==> src/rtl/spi_log_serializer.sv <==
// Serializes {addr,len} flash log events into 4-byte records on a shared byte sink.
// Overflow drops are reported in-band; user bytes pass through when no log traffic is pending.
module spi_log_serializer #(
   parameter int unsigned DEPTH_LOG2 = 4
) (
   input  logic                  clk,
   input  logic                  reset_n,
   input  logic                  log_strobe,
   input  logic [23:0]           log_addr,
   input  logic [7:0]            log_len,
   input  logic                  spi_critical,
   input  logic [7:0]            user_txd,
   input  logic                  user_txd_strobe,
   output logic                  user_txd_ready,
   output logic [7:0]            uart_txd,
   output logic                  uart_txd_strobe,
   input  logic                  uart_txd_ready,
   output logic [DEPTH_LOG2:0]   fifo_count,
   output logic [7:0]            drop_count
);

   localparam int unsigned DEPTH = 1 << DEPTH_LOG2;
   localparam int unsigned PW    = DEPTH_LOG2;
   localparam int unsigned CW    = DEPTH_LOG2 + 1;
   localparam int unsigned IW    = 3;
   localparam int unsigned BYTES = 4;

   localparam logic [1:0] S_IDLE = 2'd0;
   localparam logic [1:0] S_MARK = 2'd1;
   localparam logic [1:0] S_REC  = 2'd2;

   typedef struct packed {
      logic [23:0] addr;
      logic [7:0]  len;
   } log_rec_t;

   log_rec_t          mem [DEPTH];
   logic [PW-1:0]     wr_ptr;
   logic [PW-1:0]     rd_ptr;
   logic [CW-1:0]     count_nx;
   logic [1:0]        state;
   logic [1:0]        state_nx;
   logic [31:0]       shreg;
   logic [31:0]       shreg_nx;
   logic [IW-1:0]     byte_idx;
   logic [IW-1:0]     byte_idx_nx;
   logic [7:0]        txd_nx;
   logic              stb_nx;
   logic              ovf_flag;
   logic              ovf_nx;
   logic [7:0]        drops_pending;
   logic [7:0]        pend_nx;
   logic [7:0]        drop_nx;

   logic empty;
   logic full;
   logic idle;
   logic load_mark;
   logic pop;
   logic push;
   logic drop;
   logic user_take;

   assign empty = (fifo_count == '0);
   assign full  = (fifo_count == CW'(DEPTH));
   assign idle  = (state == S_IDLE);

   // Arbitration waits for the sink to be ready, so drops collected during a stall are
   // announced before any record queued behind them.
   assign load_mark = idle && uart_txd_ready && ovf_flag;
   assign pop       = idle && uart_txd_ready && !ovf_flag && !empty;
   assign drop      = log_strobe && full && !pop;
   assign push      = log_strobe && !drop;

   assign user_txd_ready = reset_n && uart_txd_ready && !spi_critical && idle && empty
                           && !ovf_flag && !uart_txd_strobe;
   assign user_take      = user_txd_strobe && user_txd_ready;

   // Next-state and registered-output values
   always_comb begin
      state_nx    = state;
      shreg_nx    = shreg;
      byte_idx_nx = byte_idx;
      txd_nx      = uart_txd;
      stb_nx      = 1'b0;
      count_nx    = fifo_count;
      drop_nx     = drop_count;
      ovf_nx      = load_mark ? 1'b0 : ovf_flag;
      pend_nx     = load_mark ? 8'h00 : drops_pending;

      case ({push, pop})
         2'b10:   count_nx = fifo_count + CW'(1);
         2'b01:   count_nx = fifo_count - CW'(1);
         default: count_nx = fifo_count;
      endcase

      if (drop) begin
         ovf_nx = 1'b1;
         if (pend_nx != 8'hFF) pend_nx = pend_nx + 8'd1;
         if (drop_count != 8'hFF) drop_nx = drop_count + 8'd1;
      end

      case (state)
         S_IDLE: begin
            if (load_mark) begin
               shreg_nx    = {24'hFF_FFFF, drops_pending};
               byte_idx_nx = '0;
               state_nx    = S_MARK;
            end else if (pop) begin
               shreg_nx    = mem[rd_ptr];
               byte_idx_nx = '0;
               state_nx    = S_REC;
            end else if (user_take) begin
               txd_nx = user_txd;
               stb_nx = 1'b1;
            end
         end
         S_MARK, S_REC: begin
            if (byte_idx == IW'(BYTES)) begin
               state_nx = S_IDLE;
            end else if (uart_txd_ready && !uart_txd_strobe) begin
               txd_nx      = shreg[31:24];
               stb_nx      = 1'b1;
               shreg_nx    = {shreg[23:0], 8'h00};
               byte_idx_nx = byte_idx + IW'(1);
            end
         end
         default: state_nx = S_IDLE;
      endcase
   end

   // Record storage carries no reset; validity is tracked by the pointers
   always_ff @(posedge clk) begin
      if (push) mem[wr_ptr] <= {log_addr, log_len};
   end

   always_ff @(posedge clk or negedge reset_n) begin
      if (!reset_n) begin
         state           <= S_IDLE;
         shreg           <= '0;
         byte_idx        <= '0;
         uart_txd        <= '0;
         uart_txd_strobe <= 1'b0;
         fifo_count      <= '0;
         drop_count      <= '0;
         drops_pending   <= '0;
         ovf_flag        <= 1'b0;
         wr_ptr          <= '0;
         rd_ptr          <= '0;
      end else begin
         state           <= state_nx;
         shreg           <= shreg_nx;
         byte_idx        <= byte_idx_nx;
         uart_txd        <= txd_nx;
         uart_txd_strobe <= stb_nx;
         fifo_count      <= count_nx;
         drop_count      <= drop_nx;
         drops_pending   <= pend_nx;
         ovf_flag        <= ovf_nx;
         if (push) wr_ptr <= wr_ptr + PW'(1);
         if (pop)  rd_ptr <= rd_ptr + PW'(1);
      end
   end

endmodule

==> config.mk <==
export PLATFORM = sky130hd
export DESIGN_NAME = spi_log_serializer
export DESIGN_NICKNAME = d
export VERILOG_FILES = /design/src/rtl/spi_log_serializer.sv
export SDC_FILE = /design/constraint.sdc
export NUM_CORES = 1
export LEC_CHECK = 0
export CAP_MARGIN = 10
export CORE_ASPECT_RATIO = 0.5
export CORE_MARGIN = 2
export CORE_UTILIZATION = 25
export CTS_CLUSTER_SIZE = 28
export DETAILED_ROUTE_END_ITERATION = 12
export SYNTH_ARGS = -nofsm -noshare
export SYNTH_HDL_FRONTEND = slang
export SYNTH_SLANG_ARGS = --single-unit
==> constraint.sdc <==
create_clock -name clk -period 5.1 [get_ports clk]
set_clock_uncertainty 0.15 [all_clocks]
set_input_delay 0.765 -clock clk [delete_from_list [all_inputs] [get_ports clk]]
set_output_delay 0.765 -clock clk [all_outputs]
set_load 0.005 [all_outputs]
### Word level (Yosys, flattened, before mapping)

Memory sizes are Yosys's and may differ from the RTL's.
Cells that the tools add are included.

* add/sub/neg operators: 7
* equality and inequality tests: 15
* muxes and demuxes: 34
* reduce and logical (&&, ||, !) cells: 31

Operator list (count)
* 2-to-1 mux 32 bit: 4
* 2-to-1 mux 8 bit: 8
* case mux 32 bit (2 select lines): 1
* adder 8 x 1 -> 8 bit (second input constant): 2
* != test 8 bit (second input constant): 2
* case mux 8 bit (2 select lines): 1
* logical AND 1 bit: 15
* 2-to-1 mux 3 bit: 4
* != test 2 bit (second input constant): 5
* case mux 5 bit (2 select lines): 1
* 2-to-1 mux 1 bit: 9
* adder 4 x 1 -> 4 bit (second input constant): 2
* zero test 1 bit: 6
* 2-to-1 mux 2 bit: 3
* case mux 3 bit (2 select lines): 1
* AND reduction 6 bit: 1
* nonzero test 2 bit: 3
* adder 5 x 1 -> 5 bit (second input constant): 1
* equality test 5 bit (second input constant): 1
* zero test 5 bit: 1
* subtractor 5 x 1 -> 5 bit (second input constant): 1
* equality test 2 x 1 -> 1 bit (second input constant): 2
* equality test 2 bit (second input constant): 2
* case mux 2 bit (2 select lines): 1
* other kinds (9): 10

* register bits: 76
* RAM bits: 512
* bits of input ports: 46
* word-level logic and storage cells: 99
* memories kept: 1

Memory list
* mem: depth 16, width 32, read ports 1, clocked after memory_dff 0, write ports 1, RTL line 37 `log_rec_t mem [DEPTH];`

### Depth between registers and ports, before layout

Gate-level depths: netlist (run 1).

* depth in word-level cells: 11
* mapped depth: 13

### Worst setup path before layout (run 1)

Ideal clock, no wire load.

* path kind: input to register
* start point: in uart_txd_ready
* end point: mem mem[7][0] (netlist name) (enable)
* setup time: 0.461 ns
* data arrival time: 4.028 ns
* path slack: 0.461 ns
* stages on the path: 5
* path buffers: 1
* cell sequence: clkbuf_1 nand3b_1 a31oi_1 nand2_1 nor3_1

* cells in the longest elaborated chain, start to end: 9

Ends and longest elaborated chain
* start, declared: RTL line 17 `input logic uart_txd_ready,`
* logical AND 1 bit (3 in series): RTL line 71 `assign pop = idle && uart_txd_ready && !ovf_flag && !empty;`
* zero test 1 bit: RTL line 72 `assign drop = log_strobe && full && !pop;`
* logical AND 1 bit: RTL line 72
* zero test 1 bit: RTL line 73 `assign push = log_strobe && !drop;`
* logical AND 1 bit: RTL line 73
* 2-to-1 mux 1 bit: RTL line 134 `if (push) mem[wr_ptr] <= {log_addr, log_len};`
* 2-to-1 mux 1 bit (implied by the code): RTL line 134
* end, declared: RTL line 37

No other way between the ends.

### Worst setup path in the final report (run 1)

* start point: in reset_n
* end point: out user_txd_ready

* cells in the longest elaborated chain, start to end: 6

Ends and longest elaborated chain
* start, declared: RTL line 7 `input logic reset_n,`
* logical AND 1 bit (4 in series): RTL line 75 `assign user_txd_ready = reset_n && uart_txd_ready && !spi_critical && idle && empty`
* logical AND 1 bit (2 in series): RTL line 76 `&& !ovf_flag && !uart_txd_strobe;`
* end, declared: RTL line 14 `output logic user_txd_ready,`

No other way between the ends.

==> impl_metrics.env, run 1 <==
export IMPL_drt_wl_total_mm=54.1
export IMPL_path_class="in -> out"
export IMPL_cts_htree_levels=2
export IMPL_die_area_um2=96000
export IMPL_powerDensity_nw_per_um2=539
export IMPL_crit_start="reset_n"
export IMPL_synth_cells=1169
export IMPL_status="completed"
export IMPL_cts_clk_slew_worst_paths_ps=60
export IMPL_synth_edf_count=512
export IMPL_worstHoldPathCells=1
export IMPL_ctsRootBufferMaster="clkbuf_16"
export IMPL_nNetsFinal=1337
export IMPL_endpoint_kind="output port"
export IMPL_synth_ff_type="edfxtp_1"
export IMPL_final_common_cell="edfxtp_1"
export IMPL_numCtsBuffers=59
export IMPL_worst_slew_pin_slew_ps=948
export IMPL_vdd_drop_max_mv=0.287
export IMPL_port_buffers=68
export IMPL_dr_pass1_iters=5
export IMPL_final_min_clock_period_ps=3910
export IMPL_setup_violations_final=0
export IMPL_grt_pass1_vias=11500
export IMPL_ctsResizeCount=0
export IMPL_p_leak_nw=9.09
export IMPL_place_congestion=0.769
export IMPL_clock_sinks=588
export IMPL_hold_end="drop_count[6]$_DFFE_PN0P_"
export IMPL_finalWorstSetupSlack_ps=1190
export IMPL_postSynthAreaPerCell_um2=20.0
export IMPL_whs_ps=339
export IMPL_top_layer="met5"
export IMPL_wl_met1_mm=26.0
export IMPL_final_cell_mix="512 x edfxtp_1, 127 x mux4_2, 73 x dfrtp_1, 67 x mux2i_1, 67 x clkdlybuf4s50_1"
export IMPL_wl_met3_mm=2.87
export IMPL_antenna_found_initial=1
export IMPL_clock_path_buffers=3
export IMPL_rr_startpoint="fifo_count[0]$_DFFE_PN0P_"
export IMPL_drc=0
export IMPL_syn_area_um2=23300
export IMPL_synth_warning_count=0
export IMPL_ys_ff_latch=588
export IMPL_clk_latency_ps=630
export IMPL_r2r_cells=9
export IMPL_synth_fp_nets=1230
export IMPL_grt_overflow_total=0
export IMPL_die_w_um=436
export IMPL_cp_max_fo=33
export IMPL_placedCellCount=2469
export IMPL_io_pins=69
export IMPL_setup_tns_final_ps=0
export IMPL_arrival_ps=3000
export IMPL_clock_fmax_mhz=256
export IMPL_groute_usage_overall_pct=11.1
export IMPL_ant_nets=0
export IMPL_grt_max_degree=62
export IMPL_max_cap_violations=0
export IMPL_report_final_slew_viol_count=0
export IMPL_area_growth_pct=18.9
export IMPL_max_slew_margin_pct=36.5
export IMPL_met2RoutedLength_mm=24.4
export IMPL_antenna_cells=0
export IMPL_worst_hold_startpoint="drop_count[6]$_DFFE_PN0P_"
export IMPL_post_route_period_util_pct=76.7
export IMPL_hold_path_class="reg -> reg"
export IMPL_crit_path_start_kind="input pin"
export IMPL_place_ws_ps=1180
export IMPL_routedWlPerCell_um=21.0
export IMPL_first_iter_violations=938
export IMPL_rsz0062_at_grt="no"
export IMPL_hold_viol=0
export IMPL_ys_seq_area_share_pct=74.0
export IMPL_cts_tree="yes"
export IMPL_worstPathRequired_ps=4180
export IMPL_dieHeight_um=220
export IMPL_rows=79
export IMPL_r2r_end="fifo_count[4]$_DFFE_PN0P_"
export IMPL_dp_hpwl_mm=35.2
export IMPL_initial_core_util_pct=25.2
export IMPL_drive_gt1_share_pct=22.9
export IMPL_vias=11500
export IMPL_yosysUniqueCellTypes=55
export IMPL_stdcell_count=2580
export IMPL_coreArea_um2=92700
export IMPL_routed_via_density=4.46
export IMPL_reg2reg_setup_slack_ps=1690
export IMPL_synthArstFlopShare_pct=12.9
export IMPL_grt_pass1_wl_mm=79.6
export IMPL_fillers=9053
-- critical path, cell delays in order --
cell and delay (ps):
dlygate4sd3_1 530, buf_4 460, or3b_2 530, nor4_4 160, clkdlybuf4s50_1 550
-- worst max-delay path by stage --
| stage | to | slack [ps] |
|---|---|---|
| finish | user_txd_ready | 1190 |
| global route | user_txd_ready | 1070 |
| floorplan | mem[7][0]$_DFFE_PP_ | 460 |
| CTS | user_txd_ready | 1130 |
| detailed placement | fifo_count[4]$_DFFE_PN0P_ | 1180 |
| global placement | fifo_count[4]$_DFFE_PN0P_ | 1190 |
-- area by class of cell --
type,count,area (um^2),share of cell area (%)
repair buffers,108,1080,3.90
flip-flops and latches,588,17300,62.3
inverters,25,93.8,0.338
multi-input cells,494,5780,20.8
clock buffers,72,1570,5.64
clock inverters,38,373,1.34
well taps,1255,1570,5.66
-- layer usage --
metal / global-route usage [%] / vias up
met3: 1.68 / 55
met4: 3.01 / 2
met2: 16.6 / 272
met1: 16.8 / 6182
li1: - / 4997
met5: 0 / -
-- Yosys cell counts, drive strengths merged, types with 2 or more instances --
library cell    n  area, um^2
edfxtp        512       15400
mux4          127        2860
dfrtp          76        1900
mux2i          67         671
nand2          41         154
buf            31         150
clkbuf         31         116
inv            25        93.8
a22o           24         210
mux2           20         255
nor3b          18         135
xnor2          16         140
a21oi          15        75.1
ha             14         175
nor3           14        70.1
nor2           13        48.8
and2           11        68.8
o21ai          10        50.1
a211oi          9        67.6
a221o           9        90.1
a31oi           9        62.6
o22ai           9        56.3
a21o            8        60.1
nand3           7        35.0
nand4           6        37.5
and3            5        31.3
nand2b          5        31.3
nand3b          5        37.5
nor4            5        46.3
or3             4        25.0
a21bo           2        20.0
nor2b           2        12.5
o31ai           2        15.0
xor2            2        17.5
-- flip-flops by register name (all words and copies together) (netlist names) --
signal / count
mem: 512
shreg: 32
drop_count: 8
drops_pending: 8
uart_txd: 8
fifo_count: 5
rd_ptr: 4
wr_ptr: 4
byte_idx: 3
state: 2
ovf_flag: 1
uart_txd_strobe: 1
-- metrics by stage --
stage	cell area, um^2	total power [W]	utilization (%)
final	27800	0.0150	29.9
after global routing	27800	0.0156	29.9
after CTS	27800	0.0151	29.9
after detailed placement	25800	0.0108	27.8
after global placement	25800	0.0108	27.8
after floorplan	23300	0.00920	-
-- where the power goes --
part | internal [W] | total [W] | switching, W
Sequential | 0.00589 | 0.00642 | 0.000524
Clock | 0.00249 | 0.00431 | 0.00182
Combinational | 0.00198 | 0.00423 | 0.00224
-- cell families after synthesis --
family	count (synthesis)	share of synthesized area, %
mux	214	16.2
buf+inv	87	1.54
xor+xnor	18	0.675
compound gates	106	3.37
fa+ha+maj	16	0.879
simple gates	140	3.30
flops	588	74.0
-- what timing repair did --
action	CTS	global route
hold buffers	1	0
endpoints found under the hold margin	24	0
buffers inserted	0	0
Power figures use the tool's default switching activity.
==> run 2: changes to the inputs <==
==> constraint.sdc (replaced) <==
create_clock -name clk -period 3.25 [get_ports clk]
set_clock_uncertainty 0.15 [all_clocks]
set_input_delay 0.4875 -clock clk [delete_from_list [all_inputs] [get_ports clk]]
set_output_delay 0.4875 -clock clk [all_outputs]
set_load 0.005 [all_outputs]
==> impl_metrics.env, run 2 (synthesized netlist as in run 1, its figures left out) <==
export IMPL_first_iter_violations=1142
export IMPL_antenna_cells=0
export IMPL_dr_pass1_iters=5
export IMPL_endpoint_kind="output port"
export IMPL_vdd_drop_max_mv=0.457
export IMPL_numCtsBuffers=59
export IMPL_routedWlPerCell_um=20.8
export IMPL_die_w_um=436
export IMPL_path_class="reg -> out"
export IMPL_die_area_um2=96000
export IMPL_place_ws_ps=46.1
export IMPL_vias=11500
export IMPL_ctsRootBufferMaster="clkbuf_16"
export IMPL_ant_nets=0
export IMPL_cts_tree="yes"
export IMPL_ctsResizeCount=0
export IMPL_routed_via_density=4.41
export IMPL_cp_max_fo=8
export IMPL_drt_wl_total_mm=54.3
export IMPL_grt_pass1_wl_mm=80.2
export IMPL_hold_buffers=0
export IMPL_hold_viol=7
export IMPL_drc=0
export IMPL_finalWorstSetupSlack_ps=104
export IMPL_clock_fmax_mhz=318
export IMPL_clock_path_buffers=3
export IMPL_groute_usage_overall_pct=11.2
export IMPL_port_buffers=68
export IMPL_max_slew_margin_pct=29.5
export IMPL_cts_htree_levels=2
export IMPL_fillers=8993
export IMPL_setup_violations_final=0
export IMPL_p_leak_nw=9.34
export IMPL_post_route_period_util_pct=96.8
export IMPL_antenna_found_initial=0
export IMPL_powerDensity_nw_per_um2=839
export IMPL_dp_hpwl_mm=35.6
export IMPL_final_common_cell="edfxtp_1"
export IMPL_grt_max_degree=77
export IMPL_violations="hold timing"
export IMPL_arrival_ps=2510
export IMPL_place_congestion=0.792
export IMPL_reg2reg_setup_slack_ps=320
export IMPL_r2r_end="fifo_count[4]$_DFFE_PN0P_"
export IMPL_rsz0062_at_grt="no"
export IMPL_nNetsFinal=1372
export IMPL_r2r_cells=11
export IMPL_cts_setup_buffers=0
export IMPL_final_cell_mix="512 x edfxtp_1, 127 x mux4_2, 73 x dfrtp_1, 67 x mux2i_1, 67 x clkdlybuf4s50_1"
export IMPL_final_min_clock_period_ps=3150
export IMPL_grt_pass1_vias=11700
export IMPL_clock_sinks=588
export IMPL_initial_core_util_pct=25.2
export IMPL_seq_area_um2=17300
export IMPL_worstPathRequired_ps=2610
export IMPL_cts_clk_slew_worst_paths_ps=60
export IMPL_status="finished, violations left"
export IMPL_worst_slew_pin_slew_ps=1060
export IMPL_io_pins=69
export IMPL_coreArea_um2=92700
export IMPL_drive_gt1_share_pct=24.7
export IMPL_whs_ps=-7.82
export IMPL_top_register="mem"
export IMPL_grt_overflow_total=0
export IMPL_rr_startpoint="state[1]$_DFFE_PN0P_"
export IMPL_largest_reg_flops=512
export IMPL_rows=79
export IMPL_clk_latency_ps=630
export IMPL_post_route_util_pct=30.5
export IMPL_dieHeight_um=220
export IMPL_max_cap_violations=0
export IMPL_biggestRegsByFlops="mem (512), shreg (32)"
export IMPL_multi_input_area_um2=5810
export IMPL_area_growth_pct=21.3
export IMPL_hold_path_class="in -> async"
export IMPL_report_final_slew_viol_count=0
export IMPL_setup_tns_final_ps=0
export IMPL_crit_path_start_kind="register"
## run 2: layout make-up
type                    instances  share of cell area, %
inverters                      25                  0.331
repair buffers                143                   5.88
clock inverters                37                   1.36
multi-input cells             494                   20.5
well taps                    1255                   5.54
flip-flops and latches        588                   61.0
clock buffers                  69                   5.34
## run 2: metal layers
layer | track usage, % | share of wire [%] | wire [um]
met2 | 18.4 | 48 | 26200
met5 | 0 | 0 | 0
met1 | 15.5 | 44 | 24100
met4 | 3.41 | 2.3 | 1270
met3 | 1.58 | 5.2 | 2810
## run 2: per-stage QoR
stage	total power [W]	area [um^2]	std cells
6_report	0.0238	28300	2611
5_1_grt	0.0249	28300	2611
4_1_cts	0.0241	28300	2611
3_5_place_dp	0.0173	26400	2505
3_3_place_gp	0.0173	26400	2505
2_1_floorplan	0.0145	23400	1169
## run 2: how the worst max path moves through the flow
stage,to,startpoint,cells past startpoint
after floorplan,mem[10][0]$_DFFE_PP_,uart_txd_ready,5
after global placement,mem[2][11]$_DFFE_PP_,uart_txd_ready,8
after detailed placement,mem[2][26]$_DFFE_PP_,uart_txd_ready,8
after CTS,user_txd_ready,fifo_count[1]$_DFFE_PN0P_,3
after global routing,user_txd_ready,fifo_count[1]$_DFFE_PN0P_,3
final,user_txd_ready,fifo_count[1]$_DFFE_PN0P_,3
## run 2: where the power goes
| part | internal [W] | total [W] | leakage, nW | switching, W |
|---|---|---|---|---|
| Clock | 0.00387 | 0.00668 | 0.932 | 0.00281 |
| Combinational | 0.00346 | 0.00720 | 2.86 | 0.00374 |
| Sequential | 0.00925 | 0.00987 | 5.55 | 0.000623 |
## run 2: critical path, stage by stage, from the launching register on
cell and delay [ps]:
dfrtp_1 420, or4_4 630, nor4_4 290, clkdlybuf4s50_1 560
